[src/rtl/sha256_block_engine_if.sv]
// en/rdy request channel between the SHA-256 task controller (master) and the block engine (slave).
interface sha256_block_engine_if;
  logic         en;
  logic         first;
  logic [511:0] block;
  logic         rdy;
  logic         done;
  logic [255:0] digest;

  modport master (output en, first, block, input rdy, done, digest);
  modport slave  (input en, first, block, output rdy, done, digest);
endinterface

[src/rtl/sha256_block_engine.sv]
// SHA-256 compression of one pre-padded 512-bit block per request, one round per cycle,
// with the running digest chained across blocks unless first is set.
module sha256_block_engine #(
  parameter int unsigned NUM_ROUNDS = 64
) (
  input  logic                 clk,
  input  logic                 rst,
  sha256_block_engine_if.slave bus
);

  localparam logic [255:0] IV = {
    32'h6a09e667, 32'hbb67ae85, 32'h3c6ef372, 32'ha54ff53a,
    32'h510e527f, 32'h9b05688c, 32'h1f83d9ab, 32'h5be0cd19};

  localparam logic [31:0] K [64] = '{
    32'h428a2f98, 32'h71374491, 32'hb5c0fbcf, 32'he9b5dba5, 32'h3956c25b, 32'h59f111f1, 32'h923f82a4, 32'hab1c5ed5,
    32'hd807aa98, 32'h12835b01, 32'h243185be, 32'h550c7dc3, 32'h72be5d74, 32'h80deb1fe, 32'h9bdc06a7, 32'hc19bf174,
    32'he49b69c1, 32'hefbe4786, 32'h0fc19dc6, 32'h240ca1cc, 32'h2de92c6f, 32'h4a7484aa, 32'h5cb0a9dc, 32'h76f988da,
    32'h983e5152, 32'ha831c66d, 32'hb00327c8, 32'hbf597fc7, 32'hc6e00bf3, 32'hd5a79147, 32'h06ca6351, 32'h14292967,
    32'h27b70a85, 32'h2e1b2138, 32'h4d2c6dfc, 32'h53380d13, 32'h650a7354, 32'h766a0abb, 32'h81c2c92e, 32'h92722c85,
    32'ha2bfe8a1, 32'ha81a664b, 32'hc24b8b70, 32'hc76c51a3, 32'hd192e819, 32'hd6990624, 32'hf40e3585, 32'h106aa070,
    32'h19a4c116, 32'h1e376c08, 32'h2748774c, 32'h34b0bcb5, 32'h391c0cb3, 32'h4ed8aa4a, 32'h5b9cca4f, 32'h682e6ff3,
    32'h748f82ee, 32'h78a5636f, 32'h84c87814, 32'h8cc70208, 32'h90befffa, 32'ha4506ceb, 32'hbef9a3f7, 32'hc67178f2};

  localparam logic [5:0] LAST = 6'(NUM_ROUNDS - 1);

  typedef enum logic [1:0] {IDLE, ROUND, FINAL} state_t;

  state_t       state;
  logic [5:0]   t;
  logic         first_q;
  logic         rdy_q;
  logic         done_q;
  logic [255:0] digest_q;
  logic [31:0]  a, b, c, d, e, f, g, h;
  logic [31:0]  w [16];
  logic [31:0]  t1, t2, w_new;
  logic [255:0] base, digest_next;

  function automatic logic [31:0] rotr(input logic [31:0] x, input int unsigned n);
    return (x >> n) | (x << (32 - n));
  endfunction

  assign bus.rdy    = rdy_q;
  assign bus.done   = done_q;
  assign bus.digest = digest_q;

  // w[0] always holds W[t]; w[15] is refilled with W[t+16] as the window slides.
  always_comb begin
    t1 = h + (rotr(e, 6) ^ rotr(e, 11) ^ rotr(e, 25)) + ((e & f) ^ (~e & g)) + K[t] + w[0];
    t2 = (rotr(a, 2) ^ rotr(a, 13) ^ rotr(a, 22)) + ((a & b) ^ (a & c) ^ (b & c));
    w_new = (rotr(w[14], 17) ^ rotr(w[14], 19) ^ (w[14] >> 10)) + w[9]
          + (rotr(w[1], 7) ^ rotr(w[1], 18) ^ (w[1] >> 3)) + w[0];
    base = first_q ? IV : digest_q;
    digest_next = {a + base[255:224], b + base[223:192], c + base[191:160], d + base[159:128],
                   e + base[127:96],  f + base[95:64],   g + base[63:32],   h + base[31:0]};
  end

  always_ff @(posedge clk) begin
    if (rst) begin
      state    <= IDLE;
      rdy_q    <= 1'b1;
      done_q   <= 1'b0;
      digest_q <= '0;
      t        <= '0;
      first_q  <= 1'b0;
    end else begin
      case (state)
        IDLE: begin
          done_q <= 1'b0;
          if (bus.en) begin
            for (int unsigned i = 0; i < 16; i++) w[i] <= bus.block[511 - 32*i -: 32];
            {a, b, c, d, e, f, g, h} <= bus.first ? IV : digest_q;
            first_q <= bus.first;
            t       <= '0;
            rdy_q   <= 1'b0;
            state   <= ROUND;
          end
        end
        ROUND: begin
          h <= g;
          g <= f;
          f <= e;
          e <= d + t1;
          d <= c;
          c <= b;
          b <= a;
          a <= t1 + t2;
          for (int unsigned i = 0; i < 15; i++) w[i] <= w[i+1];
          w[15] <= w_new;
          t <= t + 6'd1;
          if (t == LAST) state <= FINAL;
        end
        FINAL: begin
          digest_q <= digest_next;
          done_q   <= 1'b1;
          rdy_q    <= 1'b1;
          t        <= '0;
          state    <= IDLE;
        end
        default: state <= IDLE;
      endcase
    end
  end

endmodule
[src/flat_wrapper.sv]
// flat-port wrapper written by rule: the top's interface ports become plain ports
module sha256_block_engine_flat 
#(
  parameter int unsigned NUM_ROUNDS = 64
)
  (clk, rst, bus_en, bus_first, bus_block, bus_rdy, bus_done, bus_digest);
  sha256_block_engine_if bus_i ();
  input  logic clk;
  input  logic rst;
  input wire logic [$bits(bus_i.en)-1:0] bus_en;
  input wire logic [$bits(bus_i.first)-1:0] bus_first;
  input wire logic [$bits(bus_i.block)-1:0] bus_block;
  output wire logic [$bits(bus_i.rdy)-1:0] bus_rdy;
  output wire logic [$bits(bus_i.done)-1:0] bus_done;
  output wire logic [$bits(bus_i.digest)-1:0] bus_digest;
  assign bus_i.en = bus_en;
  assign bus_i.first = bus_first;
  assign bus_i.block = bus_block;
  assign bus_rdy = bus_i.rdy;
  assign bus_done = bus_i.done;
  assign bus_digest = bus_i.digest;
  sha256_block_engine #(.NUM_ROUNDS(NUM_ROUNDS)) u_core (.clk(clk), .rst(rst), .bus(bus_i));
endmodule
[config.mk]
export PLATFORM = sky130hd
export DESIGN_NAME = sha256_block_engine_flat
export DESIGN_NICKNAME = d
export VERILOG_FILES = /design/src/rtl/sha256_block_engine_if.sv /design/src/rtl/sha256_block_engine.sv /design/src/flat_wrapper.sv
export SDC_FILE = /design/constraint.sdc
export NUM_CORES = 2
export LEC_CHECK = 0
export CORE_MARGIN = 2
export CORE_UTILIZATION = 53
export CTS_CLUSTER_SIZE = 10
export DETAILED_ROUTE_END_ITERATION = 10
export PLACE_DENSITY = 0.8
export SYNTH_ARGS = -nofsm -noshare
export SYNTH_HDL_FRONTEND = slang
export SYNTH_SLANG_ARGS = --single-unit
[constraint.sdc]
create_clock -name clk -period 13.3 [get_ports clk]
set_clock_uncertainty 0.2 [all_clocks]
set_input_delay 1.33 -clock clk [delete_from_list [all_inputs] [get_ports clk]]
set_output_delay 1.33 -clock clk [all_outputs]
set_load 0.05 [all_outputs]
Word level (Yosys, flattened, before mapping)
Memory sizes are Yosys's and may differ from the RTL's.
Index checks and enable logic that the tools add are counted.
{"block": "word_totals", "ff_bits": 523, "latch_bits": 0, "mem_bits_rw": 512, "mem_bits_ro": 2048, "inputBits": 516, "output_inout_bits": 258, "word_cells": 146, "n_memories": 2}
{"memory": "(no name shown)", "depth": 64, "word_bits": 32, "read_ports": 1, "rd_ports_with_merged_regs": 0, "wr": 0, "line_no": "sha256_block_engine.sv:50", "source": "t1 = h + (rotr(e, 6) ^ rotr(e, 11) ^ rotr(e, 25)) + ((e & f) ^ (~e & g)) + K[t] + w[0];"}
{"memory": "u_core.w", "depth": 16, "word_bits": 32, "read_ports": 16, "rd_ports_with_merged_regs": 0, "wr": 16, "line_no": "sha256_block_engine.sv:36", "source": "logic [31:0] w [16];"}
{"block": "classes", "add_sub_neg": 19, "multipliers": 0, "div": 0, "order_cmp": 1, "eq_ne": 5, "shifts": 0, "n_mux": 51, "n_bitwise": 45, "n_reduce_logical": 9}
{"operator": "$mux W32", "n": 26}
{"operator": "$add A32 B32 Y32", "n": 18}
{"operator": "$mux W256", "n": 2}
{"operator": "$pmux W32 S2", "n": 8}
{"operator": "$xor A32 B32 Y32", "n": 9}
{"operator": "$and A32 B32 Y32", "n": 5}
{"operator": "$not A32 Y32", "n": 1}
{"operator": "$or A10 B32 Y32", "n": 1}
{"operator": "$or A13 B32 Y32", "n": 1}
{"operator": "$or A14 B32 Y32", "n": 1}
{"operator": "$or A15 B32 Y32", "n": 1}
{"operator": "$or A19 B32 Y32", "n": 1}
{"operator": "$or A21 B32 Y32", "n": 1}
{"operator": "$or A25 B32 Y32", "n": 1}
{"operator": "$or A26 B32 Y32", "n": 1}
{"operator": "$or A30 B32 Y32", "n": 1}
{"operator": "$or A7 B32 Y32", "n": 1}
{"operator": "$xor A32 B22 Y32", "n": 1}
{"operator": "$xor A32 B29 Y32", "n": 1}
{"operator": "$pmux W6 S3", "n": 1}
{"operator": "$or A1 B1 Y1", "n": 16}
{"operator": "$mux W1", "n": 8}
{"operator": "$reduce_and A2 Y1", "n": 4}
{"operator": "$ge A7 B7 Y1 const B", "n": 1}
{"operator": "16 further kinds", "n": 19}

Depth between registers and ports, before layout
{"block": "depth", "word_depth": 9, "depth_mapped": 41, "ltp_nobuf": 37}

Worst setup path after synthesis
Ideal clock, no wire load.
{"block": "synth_timing", "kind": "input to register", "from": "input bus_en", "to": "memory u_core.w[0][0] (enable)", "setup_time_ps": 3632, "arrival_time_ps": 10550, "t_required_ps": 9468, "slack_ps": -1083, "stages": 6, "n_path_buf": 2, "path_cell_list": "nand2b_1 > nor2_1 > nand2_1 > clkbuf_1 > buf_1 > nand2_1"}
{"element": "start: declaration", "line_no": "flat_wrapper.sv:10", "source": "input wire logic [$bits(bus_i.en)-1:0] bus_en;"}
{"element": "end: declaration", "line_no": "sha256_block_engine.sv:36"}

Worst setup path after layout
{"block": "layout_timing", "from": "register u_core.t[0]", "to": "register u_core.a[31] (data pin)"}
{"block": "layout_between", "elab_chain_cells": 8}
{"element": "start: declaration", "line_no": "sha256_block_engine.sv:30", "source": "logic [5:0] t;"}
{"element": "start signal: assignment", "line_no": "sha256_block_engine.sv:91", "source": "t <= t + 6'd1;"}
{"element": "$not A6 Y7 (not written as such)", "line_no": "sha256_block_engine.sv:50"}
{"element": "$mem_v2 Z64 W32"}
{"element": "$mux W32 (not written as such) (2 in a row)", "line_no": "sha256_block_engine.sv:50"}
{"element": "$add A32 B32 Y32 (2 in a row)", "line_no": "sha256_block_engine.sv:50"}
{"element": "$add A32 B32 Y32", "line_no": "sha256_block_engine.sv:88", "source": "a <= t1 + t2;"}
{"element": "$pmux W32 S2", "line_no": "sha256_block_engine.sv:68", "source": "case (state)"}
{"element": "end signal: assignment", "line_no": "sha256_block_engine.sv:73", "source": "{a, b, c, d, e, f, g, h} <= bus.first ? IV : digest_q;"}
{"element": "end signal: assignment", "line_no": "sha256_block_engine.sv:88"}
{"element": "end: declaration", "line_no": "sha256_block_engine.sv:35", "source": "logic [31:0] a, b, c, d, e, f, g, h;"}
Every way passes these cells. The select of a mux whose other input is x is not followed.
A chain may end at the register's enable or synchronous reset.

==> run_results.csv <==
group,metric,value,unit
final_layout,stdcell_area,0.0840,mm^2
clocking,h-tree-depth,4,
logic_synthesis,synth_compound_area_share,14.2,%
clocking,clock-sinks,1035,
logic_synthesis,yosysWarnings,0,
logic_synthesis,yosysUniqueCellTypes,86,
floorplanning,die-area,0.137,mm^2
worst_setup_path,crit_required,13.61,ns
placed_design,place_ws,2.68,ns
floorplanning,fp.coreArea,0.133,mm^2
clocking,clock_latency,0.80,ns
clocking,cts.path.max_buffers,3,
worst_setup_path,cpPeakStageDelay,0.63,ns
global_routing,grt_start_max_net_pins,191,
sta,setup_viol,0,
logic_synthesis,synth_cells,8101,
floorplanning,die_h,370,um
global_routing,track_usage,40.8,%
sta,final_hold_viol_count,0,
worst_setup_path,endpoint_kind,"register",
worst_setup_path,r2r-end,"u_core.a[31]",
global_routing,antenna_found_initial,54,
worst_setup_path,rr_startpoint,"u_core.t[0]",
clocking,cts_hold_buf,0,
logic_synthesis,synth_ff_type,"edfxtp_1",
logic_synthesis,avgSynthCellArea,8.76,um^2
worst_setup_path,worst_path_max_delay_cell,"nor2_1",
final_layout,nets,9730,
hold_path,min_path_cells,2,
floorplanning,initial_core_util,53.3,%
hold_path,hold_end,"u_core.bus.done",
worst_setup_path,worst-path-buf-inv,6,
worst_setup_path,crit_type,"register to register",
final_layout,regMostFlops,"u_core.w",
clocking,cts_setup_buffers,0,
worst_setup_path,start_kind,"register",
floorplanning,io_pins,774,
worst_setup_path,critPathTopFamily,"compound AO/OA/AOI/OAI gates",
final_layout,final_cell_mix,"2399 x nand2_1, 771 x clkdlybuf4s50_1, 768 x edfxtp_1, 566 x a21oi_1, 418 x o21ai_0",
drt,drtIter0Drc,8558,
drt,post-route-drc-count,0,
clocking,path_clk_slew,0.06,ns
global_routing,overflow,0,
floorplanning,die_w,370,um
sta,setup_ws,2.47,ns
clocking,cts_made_buffers,130,
placed_design,globalplace.congestion,1.04,
final_layout,fin_util,63.1,%
final_layout,area_growth,18.4,%
drt,viasPerCell,6.19,
global_routing,grt_busiest_layer,"met2",
logic_synthesis,synth-edff-count,768,
floorplanning,row_count,134,
global_routing,grt_pass1_vias,61800,
outcome,outcome,"complete, no violations",
sta,slew_violations,0,
logic_synthesis,ys_seq_elements,1035,
logic_synthesis,ys_seq_area_share,40.0,%
sta,fin_setup_tns,0,ns
logic_synthesis,yosys.area_share.xor_xnor,6.91,%
final_layout,regArea,0.0284,mm^2
drt,vias,65200,
logic_synthesis,synthMuxAreaShare,1.02,%
clocking,cts_tree,"done",
worst_setup_path,crit_path_max_fanout,28,
sta,max_slew_margin,21.3,%
global_routing,grt_pass1_wl,409000,um
worst_setup_path,cp_common_cell,"a21o_1",
drt,routed_wl,286000,um
hold_path,hold_path.startpoint,"u_core.bus.done",
sta,min_period,10.83,ns
hold_path,hp-class,"register to register",
global_routing,grtUsageMet3,7.65,%
sta,worst_slew_pin_slew,1.18,ns
drt,final_antenna_net_count,0,
placed_design,numPortBuffers,773,
global_routing,met1_usage,50.8,%
logic_synthesis,synthesis.nets,9203,
final_layout,largest_reg_flops,512,
final_layout,n_fill_cell,11100,
worst_setup_path,worstRegToRegCells,37,
logic_synthesis,synth_top_family_by_area,"simple AND/OR/NAND/NOR gates",
clocking,cts_resized,0,
logic_synthesis,syn-cell-area,0.0709,mm^2
sta,timing.final.crit_share,81.5,%
drt,firstDrtPassIters,8,
logic_synthesis,synth_fa_ha_area_share,12.8,%
global_routing,grtUsageMet2,63.4,%
clocking,clock-root-buffer,"clkbuf_16",
logic_synthesis,async_flop_share,0,%
run,maxCapViolCount,0,
logic_synthesis,synth_simple_gate_area_share,21.2,%
final_layout,mostFrequentLayoutCell,"nand2_1",
placed_design,place_area,0.0799,mm^2
drt,post_drt_wl_per_cell,27.1,um
worst_setup_path,crit_arrival,11.14,ns
sta,rsz0062_at_grt,"false",
sta,clock.fmax,0.0923,GHz
placed_design,post-dp-hpwl,217000,um
final_layout,drive_above_1_share,4.85,%
worst_setup_path,rrSetupSlack,2.47,ns
final_layout,multi_input_area,0.0399,mm^2
## synth_stat cells (17+ instances only)
master	instances	share of area [%]
o21bai_1	47	0.50
and2_1	29	0.26
xnor2_1	397	4.9
xor2_1	163	2.0
inv_1	270	1.4
mux2i_1	34	0.48
a311oi_1	17	0.21
nor3_1	94	0.66
o31ai_1	26	0.28
buf_1	20	0.11
and3_1	32	0.28
nand2b_1	46	0.41
o21ai_0	418	2.9
nor2_1	257	1.4
nand3b_1	131	1.4
o211ai_1	26	0.28
a21oi_1	566	4.0
a211oi_1	57	0.60
nand3_1	81	0.57
a21o_1	191	2.0
a211o_1	19	0.23
or3_1	35	0.31
edfxtp_1	768	33
nor2b_1	161	1.4
clkbuf_1	425	2.2
or2_2	140	1.2
o21a_1	48	0.51
nand4_1	20	0.18
maj3_1	26	0.37
o21ai_1	34	0.24
dfxtp_1	267	7.5
a31oi_1	43	0.38
ha_1	391	6.9
nand2_1	2403	13
fa_1	195	5.5
## metrics by stage
step                      hold WS (ns)  std cells
after detailed placement         0.268      10300
after global placement           0.261      10300
after global routing             0.294      10500
final                            0.271      10500
after floorplan                  0.284       8101
after CTS                        0.281      10500
## routing by layer
metal | vias to the layer above | routed length (um) | part of all wire (%)
met2 | 4225 | 129000 | 45
met4 | 10 | 23500 | 8.2
met1 | 31200 | 104000 | 36
met3 | 861 | 29400 | 10
li1 | 28900 | - | -
met5 | - | 62 | 0.022
## tightest hold or removal path: cells and delay by family, from the launching register on
family | cells | cell delay (ns)
flops | 1 | 0.31
simple gates | 1 | 0.06
compound gates | 1 | 0.05
## how the worst max path moves through the flow
stage	depth (start not counted)	end	startpoint	slack, ns
after global routing	37	u_core.a[31]	u_core.t[0]	1.79
after floorplan	37	u_core.a[31]	u_core.t[2]	4.14
final	37	u_core.a[31]	u_core.t[0]	2.47
after detailed placement	37	u_core.a[31]	u_core.t[0]	2.68
after CTS	37	u_core.a[31]	u_core.t[0]	2.65
after global placement	37	u_core.a[31]	u_core.t[0]	2.74
## layout make-up
class / instances / share of cell area (%)
multi-input cells: 6346 / 47.5
clock buffers: 191 / 4.24
repair buffers: 840 / 9.87
inverters: 275 / 1.23
clock inverters: 29 / 0.521
diodes: 48 / 0.143
flip-flops and latches: 1035 / 33.8
well taps: 1768 / 2.63
## logic make-up (layout without fill, tap and decap cells)
logic type                 count (synthesis)  after routing
and+or+nand+nor                         3469           3469
AOI/OAI and AO/OA                       1651           1651
DFF                                     1035           1035
buffers and inverters                    720           1335
adders and majority gates                612            612
xor gates and xnor gates                 560            560
muxes                                     54             54
other                                      0             48
Power is not shown: default switching activity piles up to over one toggle a cycle in this logic, so the estimate is an artifact.
